$ cat src/rtl/lamp_bus_arbiter.sv
// Round-robin arbiter that runs single-byte lamp-card bus cycles for two requesters
// (UART command path and background poll scheduler) through setup/strobe/hold phases.
module lamp_bus_arbiter #(
    parameter int SETUP_CYCLES  = 3,
    parameter int STROBE_CYCLES = 8,
    parameter int HOLD_CYCLES   = 3
) (
    input  logic       clock,
    input  logic       reset_n,
    input  logic       req0_valid,
    output logic       req0_ready,
    input  logic       req0_write,
    input  logic [3:0] req0_board,
    input  logic [2:0] req0_addr,
    input  logic [7:0] req0_wdata,
    input  logic       req1_valid,
    output logic       req1_ready,
    input  logic       req1_write,
    input  logic [3:0] req1_board,
    input  logic [2:0] req1_addr,
    input  logic [7:0] req1_wdata,
    output logic       rsp_valid,
    output logic       rsp_id,
    output logic [7:0] rsp_rdata,
    output logic       busy,
    output logic [3:0] BOARD_X,
    output logic [2:0] AddessPortPin,
    output logic       RdP,
    output logic       WrP,
    output logic       data_dir,
    output logic [7:0] Data_Out_Port,
    input  logic [7:0] Data_In_Port,
    output logic [1:0] dbg_state
);

    localparam int SETUP_EFF  = (SETUP_CYCLES  < 1) ? 1 : SETUP_CYCLES;
    localparam int STROBE_EFF = (STROBE_CYCLES < 1) ? 1 : STROBE_CYCLES;
    localparam int HOLD_EFF   = (HOLD_CYCLES   < 1) ? 1 : HOLD_CYCLES;

    localparam logic [7:0] SETUP_LAST  = 8'(SETUP_EFF - 1);
    localparam logic [7:0] STROBE_LAST = 8'(STROBE_EFF - 1);
    localparam logic [7:0] HOLD_LAST   = 8'(HOLD_EFF - 1);

    typedef enum logic [1:0] {
        IDLE   = 2'd0,
        SETUP  = 2'd1,
        STROBE = 2'd2,
        HOLD   = 2'd3
    } state_t;

    state_t     state, state_next;
    logic [7:0] cnt, cnt_next;
    logic       last_grant;
    logic       armed;
    logic       lat_write;
    logic       lat_id;
    logic       grant0, grant1, accept, phase_done;
    logic       sel_write;
    logic [3:0] sel_board;
    logic [2:0] sel_addr;
    logic [7:0] sel_wdata;

    // Handshake: a request transfers on a clock edge where reqN_valid and reqN_ready are
    // both high; ready is only offered in IDLE, to at most one port, and never during reset.
    always_comb begin
        grant0     = req0_valid & (~req1_valid | last_grant);
        grant1     = req1_valid & (~req0_valid | ~last_grant);
        req0_ready = armed & (state == IDLE) & grant0;
        req1_ready = armed & (state == IDLE) & grant1;
        accept     = req0_ready | req1_ready;
        phase_done = (cnt == 8'd0);

        sel_write = req0_write;
        sel_board = req0_board;
        sel_addr  = req0_addr;
        sel_wdata = req0_wdata;
        if (grant1) begin
            sel_write = req1_write;
            sel_board = req1_board;
            sel_addr  = req1_addr;
            sel_wdata = req1_wdata;
        end
    end

    always_comb begin
        state_next = state;
        cnt_next   = cnt;
        case (state)
            IDLE: begin
                if (accept) begin
                    state_next = SETUP;
                    cnt_next   = SETUP_LAST;
                end
            end
            SETUP: begin
                if (phase_done) begin
                    state_next = STROBE;
                    cnt_next   = STROBE_LAST;
                end else begin
                    cnt_next = cnt - 8'd1;
                end
            end
            STROBE: begin
                if (phase_done) begin
                    state_next = HOLD;
                    cnt_next   = HOLD_LAST;
                end else begin
                    cnt_next = cnt - 8'd1;
                end
            end
            HOLD: begin
                if (phase_done) begin
                    state_next = IDLE;
                end else begin
                    cnt_next = cnt - 8'd1;
                end
            end
            default: state_next = IDLE;
        endcase
    end

    always_ff @(posedge clock or negedge reset_n) begin
        if (!reset_n) begin
            state <= IDLE;
            cnt   <= 8'd0;
        end else begin
            state <= state_next;
            cnt   <= cnt_next;
        end
    end

    // armed keeps both readys low while reset is asserted, even if a valid is already up.
    always_ff @(posedge clock or negedge reset_n) begin
        if (!reset_n) begin
            armed <= 1'b0;
        end else begin
            armed <= 1'b1;
        end
    end

    // Pin outputs are updated one edge ahead of the phase they belong to, so the
    // strobe edges never coincide with a change of address, board or direction.
    always_ff @(posedge clock or negedge reset_n) begin
        if (!reset_n) begin
            last_grant    <= 1'b1;
            lat_write     <= 1'b0;
            lat_id        <= 1'b0;
            rsp_valid     <= 1'b0;
            rsp_id        <= 1'b0;
            rsp_rdata     <= 8'd0;
            busy          <= 1'b0;
            BOARD_X       <= 4'd0;
            AddessPortPin <= 3'd0;
            Data_Out_Port <= 8'd0;
            data_dir      <= 1'b0;
            RdP           <= 1'b1;
            WrP           <= 1'b1;
        end else begin
            rsp_valid <= 1'b0;
            busy      <= (state_next != IDLE);
            if (accept) begin
                last_grant    <= grant1;
                lat_id        <= grant1;
                lat_write     <= sel_write;
                BOARD_X       <= sel_board;
                AddessPortPin <= sel_addr;
                Data_Out_Port <= sel_wdata;
                data_dir      <= sel_write;
            end
            if ((state == SETUP) && phase_done) begin
                WrP <= ~lat_write;
                RdP <= lat_write;
            end
            if ((state == STROBE) && phase_done) begin
                WrP <= 1'b1;
                RdP <= 1'b1;
                if (!lat_write) begin
                    rsp_rdata <= Data_In_Port;
                end
            end
            if ((state == HOLD) && phase_done) begin
                data_dir  <= 1'b0;
                rsp_valid <= 1'b1;
                rsp_id    <= lat_id;
            end
        end
    end

    assign dbg_state = state;

endmodule

$ cat config.mk
export PLATFORM = sky130hd
export DESIGN_NAME = lamp_bus_arbiter
export DESIGN_NICKNAME = d
export VERILOG_FILES = /design/src/rtl/lamp_bus_arbiter.sv
export SDC_FILE = /design/constraint.sdc
export NUM_CORES = 1
export LEC_CHECK = 0
export ABC_CLOCK_PERIOD_IN_PS = 2600
export CAP_MARGIN = 25
export CORE_AREA = 2 2 72 74
export DETAILED_ROUTE_END_ITERATION = 16
export DIE_AREA = 0 0 74 76
export GPL_ROUTABILITY_DRIVEN = 0
export HOLD_SLACK_MARGIN = 0.06
export PLACE_DENSITY_LB_ADDON = 0.1
export SLEW_MARGIN = 20
export SYNTH_ARGS = -nofsm -noshare
export SYNTH_HDL_FRONTEND = slang
export SYNTH_SLANG_ARGS = --single-unit
$ cat constraint.sdc
create_clock -name clock -period 2.6 [get_ports clock]
set_clock_uncertainty 0.1 [all_clocks]
set_input_delay 0.26 -clock clock [delete_from_list [all_inputs] [get_ports clock]]
set_output_delay 0.26 -clock clock [all_outputs]
set_load 0.03 [all_outputs]
Yosys cells after proc, flatten, opt, wreduce, memory -nomap -nowiden
Index checks and enable logic that the tools add are counted.
- add/subtract/negate cells: 1
- equal/unequal tests: 5
- mux-type cells: 21
- bitwise gates (word level): 12
- reductions and logical operators: 10
- operators with widths (operator ; count):
    8-bit two-way mux ; 5
    8-bit one-hot mux with 4 select lines ; 1
    8-bit zero test ; 1
    1-bit two-way mux ; 8
    2-bit two-way mux ; 4
    2-bit one-hot mux with 4 select lines ; 1
    8-bit by 1-bit subtractor with 8-bit output, second input constant ; 1
    2-bit nonzero test ; 3
    1-bit bitwise AND ; 5
    2-bit == test, second input constant ; 2
    4-bit two-way mux ; 1
    2-bit inequality test, second input constant ; 2
    1-bit inverter ; 4
    2-bit AND reduction ; 2
    1-bit logical AND ; 3
    3-bit two-way mux ; 1
    1-bit bitwise OR ; 3
    2-bit by 1-bit == test with 1-bit output, second input constant ; 1
    2-bit zero test ; 1
- register bits after elaboration: 43
- bits of input ports: 44
- output and inout bits: 33
- word-level logic and storage cells: 65

Longest topological paths before layout
Gate-level depths: netlist (run 1).
- word-level depth: 8
- gate-level depth with buffers: 7
- gate-level depth less buffers: 6

Worst setup path before layout (run 1)
OpenSTA, ideal clock, no wires.
- path type: register to output
- from: reg state[0], in the netlist dbg_state[0]
- to: out req0_ready
- data arrival time: 1694 ps
- required time: 2240 ps
- path slack: 546 ps
- cell stages (with the launch flop): 5
- path through: dfrtp_1 > clkbuf_1 > nor3b_1 > nand2_1 > a21oi_1
- cells in the longest elaborated chain, start to end: 3
- RTL lines (item ; line ; RTL):
    from (decl) ; 51 ; state_t state, state_next;
    from (signal assigned) ; 127 ; state <= state_next;
    2-bit zero test ; 68 ; req0_ready = armed & (state == IDLE) & grant0;
    1-bit bitwise AND (2 in a row) ; 68 ;
    to (decl) ; 11 ; output logic req0_ready,
Every way passes these cells.

Final worst setup path (run 1)
- from: reg state[1], in the netlist dbg_state[1]
- to: out req0_ready
Same word-level chain as after synthesis.

==> results of run 1 <==
power by group:
part / switching (µW) / internal, µW
Clock: 227 / 188
Combinational: 52.6 / 87.4
Sequential: 3.30 / 675
Total: 283 / 951
state kept, by name, summed over array words and instances, names as in the netlist, 2 cells and up:
register	cells
dbg_state	2
Data_Out_Port	8
cnt	8
rsp_rdata	8
BOARD_X	4
AddessPortPin	3
placed cells by master, fill, tap and decap left out, types with 2 or more instances in the layout:
cell type / Yosys / final
o31ai_1: 2 / 2
nand2b_1: 2 / 2
a21oi_1: 7 / 7
xor2_1: 2 / 2
and2_1: 3 / 3
a31oi_1: 4 / 4
ha_1: 2 / 2
buf_4: 0 / 5
nand3b_1: 3 / 3
mux2i_1: 18 / 18
mux2_2: 8 / 8
inv_1: 4 / 4
nor2_1: 7 / 7
nor2b_1: 2 / 2
o22a_1: 2 / 2
nor3_1: 4 / 4
dfstp_2: 3 / 3
nand2_1: 27 / 27
clkbuf_8: 0 / 5
o21ai_0: 17 / 17
dfrtp_1: 40 / 40
clkdlybuf4s50_1: 0 / 75
or4_4: 2 / 2
cell type report:
cell class	count	area [µm²]
clock buffer	6	72.6
multi-input combinational	138	946
tap	70	87.6
sequential	43	1080
clock inverter	2	12.5
fill	420	1880
timing repair buffer	83	823
inverter	4	15.0
cell usage after synthesis (all sizes together), types with 3 or more instances:
master / instances / area share [%]
a31oi: 4 / 1.2
nand3b: 3 / 1.1
dfrtp: 40 / 48
clkbuf: 7 / 1.3
or4: 3 / 1.4
mux2: 8 / 4.3
inv: 4 / 0.72
mux2i: 18 / 8.7
nor2: 7 / 1.3
dfstp: 3 / 3.8
buf: 3 / 0.66
o21ai: 19 / 4.6
nand2b: 3 / 1.3
nor3: 5 / 1.4
a21oi: 7 / 1.7
nand2: 27 / 4.9
and2: 3 / 0.91
kinds of logic (layout without fill, tap and decap cells):
logic type / Yosys count / in the layout / share of synthesized area, %
xor gates and xnor gates: 3 / 3 / 1.27
AOI/OAI and AO/OA: 44 / 44 / 13.3
adders and majority gates: 2 / 2 / 1.21
muxes: 26 / 26 / 13.0
and+or+nand+nor: 62 / 62 / 16.3
other: 1 / 1 / 0.181
buffers and inverters: 14 / 95 / 2.66
DFF: 43 / 43 / 52.1
repair_timing:
item	CTS	global route
hold endpoints to repair	40	0
gates resized for setup	0	0
hold buffers	1	0
stage by stage:
stage                     hold slack, ps  instance area [µm²]  cells  setup slack [ps]  power (µW)
after detailed placement             359                 2920    336               368         829
after floorplan                     -136                 2070    195               546         732
after global placement               351                 2920    336               383         828
after CTS                            380                 3020    345               287        1250
final                                306                 3040    346               320        1230
after global routing                 330                 3040    346               197        1290
worst paths after layout:
| path | from | end | cells past startpoint |
|---|---|---|---|
| worst min register to register | rsp_id | rsp_id | 2 |
| worst max-delay path | dbg_state[1] | req0_ready | 5 |
| max in group asynchronous | reset_n | last_grant | 3 |
| worst max register to register | cnt[0] | cnt[6] | 6 |
| min in group clock | rsp_id | rsp_id | 2 |
| worst min-delay path | reset_n | cnt[2] | 2 |
worst max-delay path, stage by stage (launching register included):
cell	delay, ps
dfrtp_1	380
nor3b_1	190
buf_4	170
nand2_1	70
a21oi_1	130
clkdlybuf4s50_1	680
metal layers:
layer | vias to the layer above | routed length [µm]
met3 | 6 | 408
met1 | 795 | 2060
met5 | - | 0
met2 | 62 | 2060
li1 | 852 | -
met4 | 0 | 50
==> results_dict.tcl, run 1 <==
set metrics [dict create \
    crit_path_start_kind "register" \
    antenna_left 0 \
    power_density_nw_per_um2 406 \
    grt_pass1_wl_um 8010 \
    dr.first_iter.drc_count 60 \
    syn_nets 241 \
    vdd.ir_drop.worst_mv 0.273 \
    cp.arrival_ps 1920 \
    clk_pin_slew_ps 80 \
    syn_area_um2 2070 \
    end_kind "output port" \
    p_leak_uw 0.00128 \
    syn_inst 195 \
    initial_core_util_pct 42.2 \
    post-cts-setup-buffers 0 \
    drc 0 \
    finalMaxSlewViolations 0 \
    ios 77 \
    criticalPathCategory "register to output port" \
    synth_edf_count 0 \
    fin_util_pct 61.8 \
    max_slew.worst_pin.slew_ps 595 \
    coreArea_um2 4910 \
    finalHoldViolCount 0 \
    maxSlewHeadroom_pct 60.0 \
    die_h_um 76 \
    die_x_um 74 \
    clockRootBuffer "clkbuf_8" \
    syn_to_final_growth_pct 46.5 \
    rrSetupSlack_ps 480 \
    top_usage_layer "met2" \
    maxCapViolations 0 \
    outcome "completed" \
    met1_usage_pct 24.8 \
    clkLatencyLatePin_ps 300 \
    dieArea_um2 5620 \
    grtUsageTotal_pct 18.2 \
    critPathRequiredTime_ps 2240 \
    htreeDepth 2 \
    synth-seq-cells 43 \
    async_flop_share_pct 100 \
    synth-seq-area-share_pct 52.1 \
    setup_viol 0 \
    met2_usage_pct 26.9 \
    drive_above_1_share_pct 12.3 \
    ys.warnings.count 0 \
    fmax_ghz 0.439 \
    hpwl_um 3410 \
    post-route-period-util_pct 87.7 \
    row_count 26 \
    wl_um 4570 \
    synthDistinctLibCells 47 \
    hp-class "input pin to asynchronous set/reset pin" \
    period_needed_ps 2280 \
    antenna_found_initial 0 \
    fin_nets 321 \
    cp_max_fo 6 \
    via_per_inst 4.96 \
    grt_max_degree 44 \
    cts_buffers 5 \
    dr.pass1.iters 4 \
    syn_area_per_cell_um2 10.6 \
    antennaDiodeCount 0 \
    grt_pass1_vias 1720 \
    io_buffer_count 76 \
    cts_buffer_depth 2 \
    synth_ff_type "dfrtp_1" \
    met3_usage_pct 7.54 \
    vias 1715 \
    rsz0062_at_grt "false" \
    cts_tree "done" \
    wl_per_cell_um 13.2 \
    cts_sinks 43 \
    overflow 0 \
    setup-tns-final_ps 0 \
]
Note: power is estimated with default switching activity, not from simulation.
==> run 2, diff against run 1 <==
ABC_AREA = 1   (was unset)
CORE_AREA = 2 2 76 78   (was 2 2 72 74)
DIE_AREA = 0 0 78 80   (was 0 0 74 76)
GPL_TIMING_DRIVEN = 0   (was unset)
==> results_dict.tcl, run 2 <==
set metrics [dict create \
    power_density_nw_per_um2 392 \
    rsz0062_at_grt "false" \
    syn_nets 297 \
    clockRootBuffer "clkbuf_8" \
    drive_above_1_share_pct 22.0 \
    power_switching_uw 288 \
    layout_commonest_cell "clkdlybuf4s50_1" \
    overflow 0 \
    grt_pass1_wl_um 8280 \
    vdd.ir_drop.worst_mv 0.220 \
    post-cts-setup-buffers 0 \
    syn_area_um2 2360 \
    critPathRequiredTime_ps 2240 \
    cts_buffers 5 \
    maxCapViolations 0 \
    syn_inst 251 \
    power.internal_uw 1020 \
    synth-seq-cells 43 \
    synth_ff_type "dfrtp_1" \
    fmax_ghz 0.413 \
    initial_core_util_pct 43.6 \
    post-route-period-util_pct 93.1 \
    fin_util_pct 61.9 \
    synthMostInstantiatedCell "nand2_1" \
    cts_buffer_depth 2 \
    cts_sinks 43 \
    dr.first_iter.drc_count 109 \
    coreArea_um2 5410 \
    critical-path-top-delay-family "buffers and inverters" \
    syn_area_per_cell_um2 9.39 \
    fin_cells 409 \
    clkLatencyLatePin_ps 300 \
    period_needed_ps 2420 \
    grt_max_degree 30 \
    power_frac_clock_pct 40.3 \
    synth_edf_count 0 \
    rrSetupSlack_ps 910 \
    antenna_found_initial 0 \
    p_leak_uw 0.00163 \
    syn_to_final_growth_pct 42.0 \
    via_per_inst 4.61 \
    yosys-top-cells-area "dfrtp_1 42%, nand2_1 10%, a31oi_2 7.4%, inv_1 5.4%, o21ai_2 3.7%" \
    antennaDiodeCount 0 \
    die_x_um 78 \
    cp.arrival_ps 2060 \
    netlist.area_leader.share_pct 42.5 \
    htreeDepth 2 \
    drc 0 \
    outcome "completed" \
    dp_slack_ps 249 \
    vias 1887 \
    post-place-cells 400 \
    slowest_delay_ps 680 \
    crit_path_start_kind "register" \
    hp-class "input pin to asynchronous set/reset pin" \
    pwr-share-comb_pct 8.7 \
    cts_tree "done" \
    synthDistinctLibCells 36 \
    finalHoldViolCount 0 \
    async_flop_share_pct 100 \
    io_buffer_count 76 \
    yosysTopAreaCell "dfrtp_1" \
    switching_share_pct 21.9 \
    clk_pin_slew_ps 90 \
    grt_pass1_vias 1834 \
    cp_max_fo 4 \
    ys_top_cells_by_count "63 x nand2_1, 40 x dfrtp_1, 34 x inv_1, 16 x nor2_1, 14 x a31oi_2" \
    wl_per_cell_um 12.2 \
    antenna_left 0 \
    end_kind "output port" \
    setup_viol 0 \
    cp_common_cell "inv_1" \
    ios 77 \
    crit_slowest_cell "clkdlybuf4s50_1" \
    reg_top3 "Data_Out_Port x8, cnt x8, rsp_rdata x8" \
    ys.warnings.count 0 \
    final_cell_mix "75 x clkdlybuf4s50_1, 63 x nand2_1, 40 x dfrtp_1" \
    dr.pass1.iters 4 \
    setup-tns-final_ps 0 \
    p_seq_share_pct 51.1 \
    die_h_um 80 \
    synth-seq-area-share_pct 45.8 \
    hpwl_um 3910 \
    row_count 27 \
    cts_hold_buf 1 \
    grtUsageTotal_pct 16.9 \
    fin_nets 382 \
    layout_setup_ws_ps 181 \
    finalMaxSlewViolations 0 \
    cts_resized 0 \
    wl_um 4970 \
    criticalPathCategory "register to output port" \
    path_cells "inv_1 -> a21oi_1 -> nand2_4 -> inv_1 -> clkdlybuf4s50_1" \
    dieArea_um2 6240 \
    path_buf_inv 3 \
]
==> run 2: cell count changes after synthesis, moves of 9 or more <==
cell     before  now
inv_1         4   34
nand2_1      27   63
nor2_2        0   10
nor2_1        7   16
o21ai_0      17    8
a31oi_2       0   14
o21ai_2       0   10
mux2i_1      18    0
==> run 2: final timing paths <==
path | start | end | cells past startpoint
worst max-delay path | last_grant | req0_ready | 5
worst min-delay path | reset_n | rsp_id | 2
worst max register to register | cnt[0] | rsp_rdata[6] | 8
worst min register to register | rsp_rdata[4] | rsp_rdata[4] | 2
max in group asynchronous | reset_n | RdP | 3
min in group clock | rsp_rdata[4] | rsp_rdata[4] | 2
==> run 2: metal layers <==
layer  wire (µm)  GRT usage [%]  part of all wire (%)
met3         288           5.20                   5.8
met1        2160           19.7                    43
met5           0              0                     0
met4          48           5.79                  0.97
met2        2480           29.6                    50
==> run 2: layout make-up <==
cell class	instances	area, µm²
inverter	37	144
sequential	43	1080
timing repair buffer	78	786
clock inverter	3	43.8
buffer	7	85.1
multi-input combinational	164	1050
clock buffer	5	68.8
fill	492	2060
tap	72	90.1
==> run 2: power groups by stage <==
stage | Clock [µW] | Combinational (µW) | Sequential [µW]
global placement | 0 | 112 | 683
detailed placement | 0 | 115 | 682
CTS | 542 | 116 | 669
finish | 527 | 114 | 669
floorplan | 0 | 28.9 | 683
global route | 572 | 124 | 670
==> run 2: cells by family (layout without fill, tap and decap cells) <==
kind of cell / Yosys count / after routing / synth area share (%)
AOI/OAI and AO/OA: 42 / 42 / 15.8
xor gates and xnor gates: 1 / 1 / 0.372
adders and majority gates: 2 / 2 / 1.06
buffers and inverters: 44 / 130 / 9.72
DFF: 43 / 43 / 45.8
other: 1 / 1 / 0.159
and+or+nand+nor: 118 / 118 / 27.0
==> run 2: stage by stage <==
| step | power [µW] | instance area, µm² | hold slack [ps] |
|---|---|---|---|
| final | 1310 | 3340 | 290 |
| after global routing | 1370 | 3340 | 327 |
| after CTS | 1330 | 3340 | 297 |
| after detailed placement | 797 | 3220 | 95.3 |
| after global placement | 794 | 3210 | 364 |
| after floorplan | 711 | 2360 | -136 |
==> run 2: worst register-to-register path, cell delays in order (launching register included) <==
cell and delay, ps:
dfrtp_1 400, inv_1 130, ha_1 180, nand2_1 130
nor2_8 200, nand4_4 150, buf_6 190, nand2_2 60
o21ai_2 40
==> run 3, diff against run 2 <==
CORE_AREA = 2 2 75 77   (was 2 2 76 78)
DIE_AREA = 0 0 77 79   (was 0 0 78 80)
REMOVE_ABC_BUFFERS = 1   (was unset)
==> results_dict.tcl, run 3 (same netlist as run 2, synthesis figures left out) <==
set metrics [dict create \
    outcome "completed" \
    drive_above_1_share_pct 20.8 \
    post-route-period-util_pct 91.7 \
    slowest_delay_ps 680 \
    cp.arrival_ps 2020 \
    p_leak_uw 0.00159 \
    via_per_inst 4.56 \
    io_buffer_count 76 \
    met3WireLength_um 322 \
    clockRootBuffer "clkbuf_8" \
    cp_common_cell "inv_1" \
    dr.pass1.iters 4 \
    vdd.ir_drop.worst_mv 0.181 \
    coreArea_um2 5340 \
    fin_cells 403 \
    die_x_um 77 \
    rsz0062_at_grt "false" \
    cts_tree "done" \
    setup-tns-final_ps 0 \
    drc 0 \
    reg2reg_from "last_grant" \
    path_buf_inv 3 \
    post-place-cells 393 \
    wl_met2_um 2280 \
    dr.first_iter.drc_count 25 \
    cts_buffer_depth 2 \
    max_slew.worst_pin.slew_ps 518 \
    fin_util_pct 60.7 \
    hp-class "input pin to asynchronous set/reset pin" \
    routed.top_layer "met4" \
    antenna_left 0 \
    grt_max_degree 34 \
    period_needed_ps 2380 \
    criticalPathCategory "register to output port" \
    htreeDepth 2 \
    cp-startpoint "last_grant" \
    cp_max_fo 4 \
    critPathRequiredTime_ps 2240 \
    maxSlewHeadroom_pct 65.4 \
    dieArea_um2 6080 \
    clkLatencyLatePin_ps 290 \
    reg_top3 "Data_Out_Port x8, cnt x8, rsp_rdata x8" \
    wl_um 4830 \
    ios 77 \
    die_h_um 79 \
    hpwl_um 3600 \
    path_cells "inv_1 -> a21oi_1 -> nand2_4 -> inv_1 -> clkdlybuf4s50_1" \
    fillCellCount 517 \
    cts_buffers 5 \
    critical-path-top-delay-family "buffers and inverters" \
    crit_slowest_cell "clkdlybuf4s50_1" \
    power_density_nw_per_um2 370 \
    final_cell_mix "75 x clkdlybuf4s50_1, 63 x nand2_1, 40 x dfrtp_1" \
    grt_pass1_vias 1848 \
    clk_pin_slew_ps 80 \
    finalHoldViolCount 0 \
    maxCapViolations 0 \
    overflow 0 \
    fin_nets 376 \
    m1WireLength_um 2160 \
    grtUsageTotal_pct 17.6 \
    fmax_ghz 0.419 \
    wl_per_cell_um 12.0 \
    syn_to_final_growth_pct 37.4 \
    crit_path_start_kind "register" \
    finalMaxSlewViolations 0 \
    cts_sinks 43 \
    antennaDiodeCount 0 \
    vias 1837 \
    setup_viol 0 \
    end_kind "output port" \
    layout_commonest_cell "clkdlybuf4s50_1" \
    cts_resized 0 \
    grt_pass1_wl_um 8580 \
    antenna_found_initial 0 \
    row_count 27 \
    initial_core_util_pct 44.1 \
]
==> run 3: cell types whose count changed in the layout (fill, tap and decap cells not counted), sizes merged <==
cell    change
buf         -4
bufinv      -1
clkbuf      -2
clkinv      +1
==> run 3: power by group <==
part	leakage (µW)	switching [µW]	internal [µW]	total, µW
logic	0.00104	47.1	67.8	115
clock network	0.0000477	229	184	413
registers	0.000500	0.159	669	669
==> run 3: through the flow <==
step / cell area (µm²) / hold WS, ps / worst slack, ps / total power, µW
after floorplan: 2270 / -136 / 970 / 710
after CTS: 3230 / 324 / 46.0 / 1220
final: 3240 / 324 / 215 / 1200
after global routing: 3240 / 355 / 89.1 / 1260
after global placement: 3120 / 364 / -39.9 / 794
after detailed placement: 3140 / 112 / 46.1 / 798
==> run 3: layout make-up <==
class / count / area (µm²) / share of cell area [%]
clock buffers: 5 / 68.8 / 2.13
repair buffers: 79 / 793 / 24.5
inverters: 37 / 144 / 4.44
multi-input cells: 164 / 1050 / 32.3
well taps: 72 / 90.1 / 2.78
clock inverters: 3 / 15.0 / 0.464
flip-flops and latches: 43 / 1080 / 33.3
==> run 3: worst reg2reg max path, cell delays in order (launching register included) <==
cell and delay, ps:
dfstp_2 560, a21oi_4 70, buf_4 200, inv_1 410
nand2_1 110, nand2_1 100, nand2_1 80, a21oi_1 130
==> run 3: repair_timing <==
item,in CTS,in global routing
hold endpoints to repair,15,0
buffers inserted,0,1
hold buffers,1,0
setup endpoints to repair,0,1
==> run 3: routing by layer <==
metal  GRT usage [%]  vias to the layer above
met5               0                        -
met4            5.36                        0
met3            5.80                        5
met2            29.1                       46
met1            22.1                      830
li1                -                      956
==> run 3: final timing paths <==
kind	slack, ps	end	cells after the start
setup / recovery	220	req0_ready	5
hold / removal	320	cnt[7]	2
setup reg to reg	770	data_dir	7
hold reg to reg	390	rsp_rdata[0]	2
max in group asynchronous	1520	WrP	3
min in group clock	390	rsp_rdata[0]	2
